## config.mk

```make
export PLATFORM = sky130hd
export DESIGN_NAME = ibex_mem_resp_buffer
export DESIGN_NICKNAME = d
export VERILOG_FILES = /design/src/rtl/ibex_mem_resp_buffer.sv
export SDC_FILE = /design/constraint.sdc
export NUM_CORES = 1
export LEC_CHECK = 0
export ABC_AREA = 1
export CORE_MARGIN = 4
export CORE_UTILIZATION = 46
export CTS_BUF_LIST = sky130_fd_sc_hd__clkbuf_4 sky130_fd_sc_hd__clkbuf_8 sky130_fd_sc_hd__clkbuf_16
export DETAILED_ROUTE_END_ITERATION = 10
export GPL_TIMING_DRIVEN = 0
export PLACE_DENSITY = 0.81
export SLEW_MARGIN = 20
export SYNTH_ARGS = -nofsm -noshare
export SYNTH_HDL_FRONTEND = slang
export SYNTH_SLANG_ARGS = --single-unit
```

## constraint.sdc

```tcl
create_clock -name clk_i -period 2 [get_ports clk_i]
set_clock_uncertainty 0.05 [all_clocks]
set_input_delay 0.4 -clock clk_i [delete_from_list [all_inputs] [get_ports clk_i]]
set_output_delay 0.4 -clock clk_i [all_outputs]
set_load 0.01 [all_outputs]
```

## src/rtl/ibex_mem_resp_buffer.sv

```systemverilog
// Memory-side responder for an Ibex req/gnt/rvalid port in front of a
// single-cycle-latency SRAM. Requests are granted while capacity remains and
// answered strictly in order. One address window returns error responses and
// never reaches the SRAM.
module ibex_mem_resp_buffer #(
    parameter int unsigned           ADDR_WIDTH = 32,
    parameter int unsigned           DATA_WIDTH = 32,
    parameter int unsigned           INTG_WIDTH = 7,
    parameter int unsigned           DEPTH      = 4,
    parameter logic [ADDR_WIDTH-1:0] ERR_BASE   = 32'h8000_0000,
    parameter logic [ADDR_WIDTH-1:0] ERR_SIZE   = 32'h0000_1000
) (
    input  logic                            clk_i,
    input  logic                            rst_ni,
    input  logic                            gnt_stall_i,
    input  logic                            rsp_hold_i,
    input  logic                            req_i,
    output logic                            gnt_o,
    input  logic [ADDR_WIDTH-1:0]           addr_i,
    input  logic                            we_i,
    input  logic [DATA_WIDTH/8-1:0]         be_i,
    input  logic [DATA_WIDTH-1:0]           wdata_i,
    input  logic [INTG_WIDTH-1:0]           wintg_i,
    output logic                            rvalid_o,
    output logic [DATA_WIDTH-1:0]           rdata_o,
    output logic [INTG_WIDTH-1:0]           rintg_o,
    output logic                            err_o,
    output logic                            sram_req_o,
    output logic                            sram_we_o,
    output logic [ADDR_WIDTH-1:0]           sram_addr_o,
    output logic [DATA_WIDTH/8-1:0]         sram_be_o,
    output logic [DATA_WIDTH-1:0]           sram_wdata_o,
    output logic [INTG_WIDTH-1:0]           sram_wintg_o,
    input  logic [DATA_WIDTH-1:0]           sram_rdata_i,
    input  logic [INTG_WIDTH-1:0]           sram_rintg_i,
    output logic [$clog2(DEPTH+1)-1:0]      outstanding_o
);

    localparam int unsigned CW = $clog2(DEPTH + 1);
    localparam int unsigned PW = $clog2(DEPTH);

    // Outstanding = FIFO entries + in-flight stage, tracked as its own counter.
    logic [CW-1:0]         out_q, out_d;
    logic [CW-1:0]         cnt_q, cnt_d;
    logic [PW-1:0]         wptr_q, rptr_q;

    // In-flight stage: one accepted request whose SRAM data arrives this cycle.
    logic                  fl_q;
    logic                  fl_we_q;
    logic                  fl_err_q;

    logic [DATA_WIDTH-1:0] fifo_data_q [DEPTH];
    logic [INTG_WIDTH-1:0] fifo_intg_q [DEPTH];
    logic                  fifo_err_q  [DEPTH];

    logic [ADDR_WIDTH-1:0] err_off;
    logic                  in_err;
    logic                  accept;
    logic                  fifo_empty;
    logic                  pop;
    logic                  bypass;
    logic                  push;
    logic [DATA_WIDTH-1:0] fl_data;
    logic [INTG_WIDTH-1:0] fl_intg;

    function automatic logic [PW-1:0] ptr_inc(input logic [PW-1:0] p);
        return (p == PW'(DEPTH - 1)) ? '0 : p + 1'b1;
    endfunction

    // Unsigned offset compare: addresses below ERR_BASE wrap to large offsets.
    assign err_off = addr_i - ERR_BASE;
    assign in_err  = err_off < ERR_SIZE;

    assign gnt_o   = req_i & ~gnt_stall_i & (out_q < CW'(DEPTH));
    assign accept  = gnt_o;

    assign sram_req_o   = accept & ~in_err;
    assign sram_we_o    = we_i;
    assign sram_addr_o  = addr_i;
    assign sram_be_o    = be_i;
    assign sram_wdata_o = wdata_i;
    assign sram_wintg_o = wintg_i;

    // Only reads of the SRAM carry payload back; writes and errors return zero.
    assign fl_data = (fl_we_q | fl_err_q) ? '0 : sram_rdata_i;
    assign fl_intg = (fl_we_q | fl_err_q) ? '0 : sram_rintg_i;

    assign fifo_empty = (cnt_q == '0);
    assign rvalid_o   = ~rsp_hold_i & (~fifo_empty | fl_q);
    assign pop        = rvalid_o & ~fifo_empty;
    assign bypass     = rvalid_o & fifo_empty;
    assign push       = fl_q & ~bypass;

    assign outstanding_o = out_q;

    // Response payload: FIFO head first, otherwise in-flight bypass, else zero.
    always_comb begin
        rdata_o = '0;
        rintg_o = '0;
        err_o   = 1'b0;
        if (pop) begin
            rdata_o = fifo_data_q[rptr_q];
            rintg_o = fifo_intg_q[rptr_q];
            err_o   = fifo_err_q[rptr_q];
        end else if (bypass) begin
            rdata_o = fl_data;
            rintg_o = fl_intg;
            err_o   = fl_err_q;
        end
    end

    // Next-state for occupancy counters; simultaneous inc/dec cancel.
    always_comb begin
        cnt_d = cnt_q;
        if (push && !pop) begin
            cnt_d = cnt_q + 1'b1;
        end else if (pop && !push) begin
            cnt_d = cnt_q - 1'b1;
        end
        out_d = out_q;
        if (accept && !rvalid_o) begin
            out_d = out_q + 1'b1;
        end else if (rvalid_o && !accept) begin
            out_d = out_q - 1'b1;
        end
    end

    // Control state: counters, pointers and the in-flight stage.
    always_ff @(posedge clk_i or negedge rst_ni) begin
        if (!rst_ni) begin
            out_q    <= '0;
            cnt_q    <= '0;
            wptr_q   <= '0;
            rptr_q   <= '0;
            fl_q     <= 1'b0;
            fl_we_q  <= 1'b0;
            fl_err_q <= 1'b0;
        end else begin
            out_q    <= out_d;
            cnt_q    <= cnt_d;
            fl_q     <= accept;
            fl_we_q  <= accept & we_i;
            fl_err_q <= accept & in_err;
            if (push) begin
                wptr_q <= ptr_inc(wptr_q);
            end
            if (pop) begin
                rptr_q <= ptr_inc(rptr_q);
            end
        end
    end

    // Response FIFO storage, written from the in-flight stage.
    always_ff @(posedge clk_i or negedge rst_ni) begin
        if (!rst_ni) begin
            for (int i = 0; i < int'(DEPTH); i++) begin
                fifo_data_q[i] <= '0;
                fifo_intg_q[i] <= '0;
                fifo_err_q[i]  <= 1'b0;
            end
        end else if (push) begin
            fifo_data_q[wptr_q] <= fl_data;
            fifo_intg_q[wptr_q] <= fl_intg;
            fifo_err_q[wptr_q]  <= fl_err_q;
        end
    end

endmodule

```

==> results of run 1 <==
-- layout make-up --
class | count | share of cell area [%]
inverters | 57 | 1.62
clock buffers | 21 | 3.38
repair buffers | 226 | 16.0
clock inverters | 11 | 0.977
multi-input cells | 954 | 34.1
flip-flops and latches | 173 | 31.3
well taps | 275 | 2.49
plain buffers | 184 | 10.1
-- kinds of logic after synthesis --
kind of cell / Yosys count / synth area share, %
xor+xnor: 2 / 0.175
mux: 1 / 0.113
compound gates: 7 / 0.388
buf+inv: 244 / 13.3
flops: 173 / 43.3
fa+ha+maj: 8 / 1.15
simple gates: 936 / 41.5
-- timing repair --
action                                  in CTS  in global routing
pin swaps                                   23                 15
endpoints found under the setup margin      51                181
gates cloned                                 1                  0
resized for setup                          344                 81
hold buffers                                 1                  0
setup buffers                               27                  9
hold endpoints to repair                    23                  0
-- worst paths after layout --
| check | end | start | cells after the start |
|---|---|---|---|
| worst min register to register | fifo_data_q[71]$_DFFE_PN0P_ | fifo_data_q[71]$_DFFE_PN0P_ | 2 |
| worst max register to register | outstanding_o[2]$_DFFE_PN0P_ | cnt_q[0]$_DFFE_PN0P_ | 10 |
| worst min-delay path | fl_err_q$_DFF_PN0_ | addr_i[24] | 6 |
| min in group asynchronous | fifo_data_q[36]$_DFFE_PN0P_ | rst_ni | 2 |
| max in group asynchronous | fifo_data_q[86]$_DFFE_PN0P_ | rst_ni | 4 |
| worst max-delay path | rdata_o[30] | cnt_q[0]$_DFFE_PN0P_ | 8 |
-- worst register-to-register path, delay by kind of cell (launching register included) --
kind | cells | cell delay, ns
XOR/XNOR | 1 | 0.11
AO/OA/AOI/OAI | 1 | 0.14
buffers and inverters | 2 | 0.20
AND/OR/NAND/NOR | 4 | 0.61
adder cells (fa/ha/maj) | 2 | 0.53
flip-flops | 1 | 0.43
-- synth_stat cells, drive strengths merged --
| cell type | n |
|---|---|
| xnor2 | 2 |
| dfrtp | 173 |
| clkbuf | 36 |
| nand3 | 130 |
| nand3b | 2 |
| mux2 | 1 |
| o21ai | 5 |
| a21oi | 2 |
| fa | 2 |
| nand4 | 161 |
| nor3 | 1 |
| nor2 | 55 |
| buf | 151 |
| nand2 | 584 |
| or2 | 2 |
| inv | 57 |
| and2 | 1 |
| ha | 6 |
-- metal layers --
metal / routed length [µm] / GRT usage [%]
met1: 12600 / 33.4
met2: 16500 / 44.7
met3: 3590 / 6.68
met4: 1150 / 13.6
met5: 0 / 0
-- stage by stage --
step	setup slack, ns	setup TNS, ns	instances
after floorplan	0.0142	0	1371
after global placement	-6.71	-1194.85	1832
after detailed placement	-1.02	-39.98	1834
after CTS	-0.356	-12.00	1892
after global routing	-0.406	-13.51	1901
final	-0.343	-10.91	1901
-- report_power, final --
| part | internal, mW | total (mW) | switching (mW) |
|---|---|---|---|
| Sequential | 4.98 | 5.86 | 0.882 |
| Clock | 1.95 | 3.43 | 1.48 |
| Combinational | 3.29 | 8.34 | 5.05 |
-- registers in the layout, indices dropped and copies added (netlist names) --
name,cells
wptr_q,2
fifo_data_q,128
fifo_intg_q,28
fifo_err_q,4
fl_q,1
cnt_q,3
fl_we_q,1
outstanding_o,3
fl_err_q,1
rptr_q,2
==> results.md, run 1 <==
- Setup ws final: -0.343 ns
- Synthesis-to-finish area growth: 38.5%
- Cell taking the most area after synthesis: sky130_fd_sc_hd__dfrtp_1
- Placer's final routability congestion estimate: slightly above 0.9
- Period Utilization, post-route: 117%
- Cell type of the slowest stage on the worst timing path: sky130_fd_sc_hd__dfrtp_2
- Number of H-tree levels: 4
- Synth area leaders: sky130_fd_sc_hd__dfrtp_1 (43%), sky130_fd_sc_hd__nand2_1 (22%), sky130_fd_sc_hd__nand4_1 (10%)
- Number of ports placed on the die boundary: ~240
- Initial cell density of the core: 47.1%
- Leakage power summed over all cells: 7.13 nW
- RSZ-0062 raised after global routing: true
- Count of final hold-check violations: 0
- Number of routed nets with antenna violations: 0
- Worst slew margin: between 50% and 60%
- Worst supply voltage drop on vdd: a little under 1 mV
- Residual DRC count: 0
- Aggregate routed wire length: approximately 34000 µm
- Post-Synthesis Net Count: between 1000 and 1500
- Count of port buffers added during placement: 186
- Total area of sequential cells: 4330 µm²
- DIE WIDTH: about 160 µm
- PD cells: 1270 nW/µm²
- Cell area after layout: around 14000 µm²
- Vias: ~11000
- Site row count: 53
- Total of flip-flops plus latches after synthesis: between 150 and 200
- Worst slack on hold paths: roughly 0.33 ns
- Count of clock tree sinks: 173
- Synthesized cell area: around 10000 µm²
- Filler cells: approximately 1800
- FMAX: between 0.4 and 0.5 GHz
- Core area: around 21000 µm²
- Via count of the first global-routing pass: 10507
- Max incr delay on CP: ~0.43 ns
- Die outline height: approximately 160 µm
- Sequential area share after synthesis: 43.3%
- Type of origin of the critical path: flip-flop
- Fraction of synthesized cell area taken by the top area cell type: ~43%
- Number of buffers inserted during clock tree synthesis: 17
- Kind of cell adding the most delay to the critical path: buffers and inverters
- Highest net fanout along the worst path: 10
- Required time of the worst setup path: 1.55 ns
- Clock slew at the register clock pins of the worst setup and hold paths: approximately 0.070 ns
- Hold Crit Class: in -> reg
- Commonest cells after routing, fill and taps aside: sky130_fd_sc_hd__nand2_1 (564), sky130_fd_sc_hd__dfrtp_1 (171), sky130_fd_sc_hd__nand4_1 (160)
- Antenna diodes: 0
- Share of post-route cells with drive strength above 1: a little over a fifth
- CTS root buf: sky130_fd_sc_hd__clkbuf_16
- Pin count of the biggest net entering global routing: between 70 and 80
- Violations in the final reports: setup timing
- Average detailed-routed wire length per instance: 17.8 µm
- Fraction of the core area covered by cells at the end of the flow: 65.2%
- Worst-skew pair later-pin latency: roughly 0.45 ns
- Syn avg cell area: roughly 7.3 µm²
- Critical path start-end classification: reg -> out
- Antenna violations before repair: 0
- Most Frequent Cell on Critical Path: sky130_fd_sc_hd__buf_8
- Vias per Instance: roughly 5.6
- Number of DRC markers after the initial detailed-route iteration: roughly 1300
- All-layer global routing usage: between 20% and 30%
- Final setup violation count: 43
- Most common cell after layout, fill and taps aside: sky130_fd_sc_hd__nand2_1
- Number of warnings reported in the yosys synthesis log: 0
- Number of distinct library cells after synthesis: 26
- Max Buffers Root-to-Sink: 2
- Transition at the pin with the smallest max-transition slack: around 0.70 ns
- Cell-by-cell trace of the critical path: nor2_4 > nand4_4 > inv_4 > buf_8 > buf_8 > nand2_1 > nand2_2 > buf_6
- Maxcap violations: 0
- Placed standard-cell area: approximately 12000 µm²
- Gate Count Post-Synth: about 1400
- Area of combinational cells with multiple inputs: about 4700 µm²
- Worst endpoint data arrival time: 1.89 ns
- DIE AREA: ~24000 µm²
- Total overflow reported by the global router: 0
- Number of buffer and inverter instances along the worst setup path: 4
- Clock tree from TritonCTS: built
- Wire length of the first global-routing pass: between 50000 and 60000 µm
- Status: finished with violations
- Post-layout net count: 1741
- Detailed-router iteration count before antenna repair: 7
- Half-perimeter wire length after placement: approximately 22000 µm
- Post-route total power: between 15 and 20 mW
- Time the worst path needs with I/O delays and setup: about 2.3 ns
- CP endpoint kind: primary output
- Setup slack of the worst register-to-register path: -0.14 ns
- Total count of max-transition violations in the final report: 0
(Power assumes the default switching activity.)
==> run 2, diff against run 1 <==
--- a/config.mk
+++ b/config.mk
@@ -5,9 +5,8 @@
 export SDC_FILE = /design/constraint.sdc
 export NUM_CORES = 1
 export LEC_CHECK = 0
-export ABC_AREA = 1
 export CORE_MARGIN = 4
-export CORE_UTILIZATION = 46
+export CORE_UTILIZATION = 45
 export CTS_BUF_LIST = sky130_fd_sc_hd__clkbuf_4 sky130_fd_sc_hd__clkbuf_8 sky130_fd_sc_hd__clkbuf_16
 export DETAILED_ROUTE_END_ITERATION = 10
 export GPL_TIMING_DRIVEN = 0
==> run 2 against run 1 <==
Compared with the run above:
- the flow still finishes with violations (setup timing)
- maximum frequency shrank 5.8%
- first-iteration DRC count down 77%
- synthesized cell count fell by 51%
- design area fell by 5.1%
- count of clock-buffer cells in the layout down 1
- area after synthesis is 9.0% lower
- wire length fell by 29%
- worst setup slack worse by 0.14 ns
- largest power group unchanged
- highest routed layer unchanged
==> results.md, run 2 <==
- Synthesis-to-finish area growth: 44.4%
- Vias: 6373 (-40%)
- Cell area after layout: 13100 µm² (-5.1%)
- Core area: 19700 µm² (-7.4%)
- Number of ports placed on the die boundary: 242 (unchanged)
- Worst-skew pair later-pin latency: 0.43 ns (-0.02 ns)
- Type of origin of the critical path: flip-flop
- Number of DRC markers after the initial detailed-route iteration: 301 (-77%)
- Gate Count Post-Synth: 676 (-51%)
- Worst endpoint data arrival time: 2.04 ns (+0.15 ns)
- Number of H-tree levels: 4 (unchanged)
- Maxcap violations: 0 (unchanged)
- Count of port buffers added during placement: 186 (unchanged)
- Hold Crit Class: in -> async
- Syn avg cell area: 13.4 µm² (+85%)
- Initial cell density of the core: 46.2% (-0.82 points)
- Total count of max-transition violations in the final report: 0 (unchanged)
- Final std cells w/o fill: 1202 (-37%)
- Primary flip-flop cell chosen by synthesis mapping: sky130_fd_sc_hd__dfrtp_1
- Fraction of power consumed by the clock network: 20.8% (+1.4 points)
- Number of routed nets with antenna violations: 0 (unchanged)
- FMAX: 0.402 GHz (-5.8%)
- Aggregate routed wire length: 23900 µm (-29%)
- Antenna violations before repair: 0 (unchanged)
- Violations in the final reports: setup timing
- Number of distinct library cells after synthesis: 34 (+31%)
- Synthesized cell area: 9090 µm² (-9.0%)
- Number of buffers inserted during clock tree synthesis: 17 (unchanged)
- Worst slew margin: 63.6% (+11 points)
- Cell type of the slowest stage on the worst timing path: sky130_fd_sc_hd__mux4_2
- Clock slew at the register clock pins of the worst setup and hold paths: 0.07 ns (about the same)
- Highest net fanout along the worst path: 5 (-5)
- Most Frequent Cell on Critical Path: sky130_fd_sc_hd__buf_12
- Half-perimeter wire length after placement: 15200 µm (-31%)
- Share of post-route cells with drive strength above 1: 51.5% (+30 points)
- Max incr delay on CP: 0.53 ns (+0.10 ns)
- P_int: 12.4 mW (+21%)
- Share of async-settable or async-resettable flops after synthesis: 100% (unchanged)
- Fin Setup TNS: -16.82 ns (-5.91 ns)
- NetSw: 5.29 mW (-29%)
- Count of clock tree sinks: 173 (unchanged)
- Vias per Instance: 5.30 (-5.4%)
- Cell taking the most area after synthesis: sky130_fd_sc_hd__dfrtp_1
- Number of enable-type register cells in the synthesized netlist: 0 (unchanged)
- Post-route total power: 17.7 mW (+0.29%)
- DIE AREA: 22500 µm² (-6.6%)
- Residual DRC count: 0 (unchanged)
- Via count of the first global-routing pass: 6827 (-35%)
- Leakage power summed over all cells: 6.15 nW (-14%)
- CP endpoint kind: primary output
- Required time of the worst setup path: 1.55 ns (about the same)
- Placer's final routability congestion estimate: 0.763 (-16%)
- Largest reg by FF count: fifo_data_q
- Worst slack on hold paths: 0.414 ns (+0.0809 ns)
- Wire length of the first global-routing pass: 35700 µm (-32%)
- Total of flip-flops plus latches after synthesis: 173 (unchanged)
- Placed cells: 1129 (-38%)
- Commonest cells after routing, fill and taps aside: sky130_fd_sc_hd__dfrtp_1 (168), sky130_fd_sc_hd__clkdlybuf4s50_1 (120), sky130_fd_sc_hd__buf_4 (107)
- Sequential area share after synthesis: 47.6% (+4.3 points)
- Clock tree from TritonCTS: built
- Max Buffers Root-to-Sink: 2 (unchanged)
- Fraction of synthesized cell area taken by the top area cell type: 47.6% (+4.3 points)
- Switching share of power: 29.9% (-12 points)
- Time the worst path needs with I/O delays and setup: 2.49 ns (+0.143 ns)
- DIE WIDTH: 150 µm (-3.4%)
- Cell-by-cell trace of the critical path: buf_12 > buf_12 > buf_12 > mux4_2 > o2bb2ai_2 > buf_2
- Most common cell after layout, fill and taps aside: sky130_fd_sc_hd__dfrtp_1
- Count of final hold-check violations: 0 (unchanged)
- Site row count: 51 (-3.8%)
- Fraction of the core area covered by cells at the end of the flow: 66.8% (+1.6 points)
- All-layer global routing usage: 20.4% (-6.8 points)
- PD cells: 1350 nW/µm² (+5.7%)
- Post-Synthesis Net Count: 804 (-46%)
- Synth area leaders: sky130_fd_sc_hd__dfrtp_1 (48%), sky130_fd_sc_hd__mux2_2 (18%), sky130_fd_sc_hd__mux4_2 (9.9%)
- Kind of cell adding the most delay to the critical path: multiplexers
- Antenna diodes: 0 (unchanged)
- Proportion of power drawn by combinational gates: 44.4% (-2.9 points)
- Average detailed-routed wire length per instance: 19.9 µm (+12%)
- Part of the total power dissipated in sequential elements: 34.8% (+1.6 points)
- Die outline height: 150 µm (-3.4%)
- Critical path start-end classification: reg -> out
- Final setup violation count: 78 (+81%)
- Pin count of the biggest net entering global routing: 66 (-15%)
- Number of warnings reported in the yosys synthesis log: 0 (unchanged)
- Post-layout net count: 1052 (-40%)
- CTS root buf: sky130_fd_sc_hd__clkbuf_16
- Number of buffer and inverter instances along the worst setup path: 4 (unchanged)
- Status: finished with violations
- Transition at the pin with the smallest max-transition slack: 0.546 ns (-0.159 ns)
- Worst supply voltage drop on vdd: 0.749 mV (-23%)
- RSZ-0062 raised after global routing: true
- Setup WS pre-CTS: -1.26 ns (-0.239 ns)
- Registers with the most flip-flops: fifo_data_q x128, fifo_intg_q x28, fifo_err_q x4
- Placed standard-cell area: 11400 µm² (-7.4%)
- Commonest cells in the synthesized netlist: sky130_fd_sc_hd__dfrtp_1 (173), sky130_fd_sc_hd__mux2_2 (149), sky130_fd_sc_hd__buf_4 (76)
- Period Utilization, post-route: 124% (+7.2 points)
- Number of flip-flops in the largest register: 128 (unchanged)
- Most repeated cell in the gate-level netlist after synthesis: sky130_fd_sc_hd__dfrtp_1
- Total overflow reported by the global router: 0 (unchanged)
- Detailed-router iteration count before antenna repair: 4 (-3)
- Setup ws final: -0.486 ns (-0.143 ns)
[run 2: changes by cell type in the layout (fill, tap and decap cells not counted), moves of 39 or more]
cell	previous run	this run
sky130_fd_sc_hd__mux2_2	1	104
sky130_fd_sc_hd__inv_1	51	6
sky130_fd_sc_hd__nand4_1	160	0
sky130_fd_sc_hd__nand2_1	564	44
sky130_fd_sc_hd__mux4_2	0	40
sky130_fd_sc_hd__and2_1	0	39
sky130_fd_sc_hd__mux2_4	0	51
sky130_fd_sc_hd__nand3_1	126	1
[run 2: what timing repair did]
action | CTS | global route
gates resized for setup | 288 | 129
endpoints found under the setup margin | 48 | 202
pin swaps | 14 | 16
gates cloned | 4 | 4
setup buffers | 33 | 7
hold buffers | 1 | 0
endpoints found under the hold margin | 48 | 0
[run 2: path summary, 6_finish.rpt]
check / endpoint / slack, ns / cells after the start / start
worst max-delay path: rdata_o[9] / -0.49 / 6 / rptr_q[0]$_DFFE_PN0P_
max in group asynchronous: cnt_q[1]$_DFFE_PN0P_ / 0.81 / 3 / rst_ni
min in group clk_i: outstanding_o[2]$_DFFE_PN0P_ / 0.44 / 1 / outstanding_o[2]$_DFFE_PN0P_
worst min register to register: outstanding_o[2]$_DFFE_PN0P_ / 0.44 / 1 / outstanding_o[2]$_DFFE_PN0P_
worst min-delay path: fifo_data_q[11]$_DFFE_PN0P_ / 0.41 / 2 / rst_ni
worst max register to register: outstanding_o[2]$_DFFE_PN0P_ / -0.18 / 11 / cnt_q[0]$_DFFE_PN0P_
[run 2: final cells by class]
class | instances | area, µm²
Buffer | 118 | 1190
Clock buffer | 20 | 467
Clock inverter | 12 | 190
Tap cell | 265 | 332
Sequential cell | 173 | 4340
Inverter | 7 | 26.3
Multi-Input combinational cell | 376 | 4380
Timing Repair Buffer | 231 | 2200
Fill cell | 1407 | 6530
[run 2: cells by family (layout without fill, tap and decap cells)]
group | after synthesis | in the layout | share of synthesized area (%)
mux | 203 | 203 | 30.1
flops | 173 | 173 | 47.6
buf+inv | 127 | 388 | 9.83
simple gates | 109 | 109 | 6.02
compound gates | 52 | 52 | 4.76
fa+ha+maj | 8 | 8 | 1.27
xor+xnor | 4 | 4 | 0.386
[run 2: power by group through the flow]
stage / sequential (mW) / clock [mW] / combinational (mW)
6_report: 6.14 / 3.68 / 7.85
5_1_grt: 6.31 / 3.87 / 8.39
4_1_cts: 6.04 / 3.70 / 7.41
3_5_place_dp: 6.07 / 0 / 6.63
3_3_place_gp: 5.98 / 0 / 6.47
2_1_floorplan: 5.79 / 0 / 4.55
[run 2: per-layer routing]
layer  vias up  part of all wire [%]  global-route usage, %  wire length [µm]
met2       194                    51                   34.6             12100
met1      3287                    41                   27.0              9870
met3        38                   5.5                   4.00              1320
met4         0                   2.2                   5.35               533
met5         -                     0                      0                 0
li1       2854                     -                      -                 -
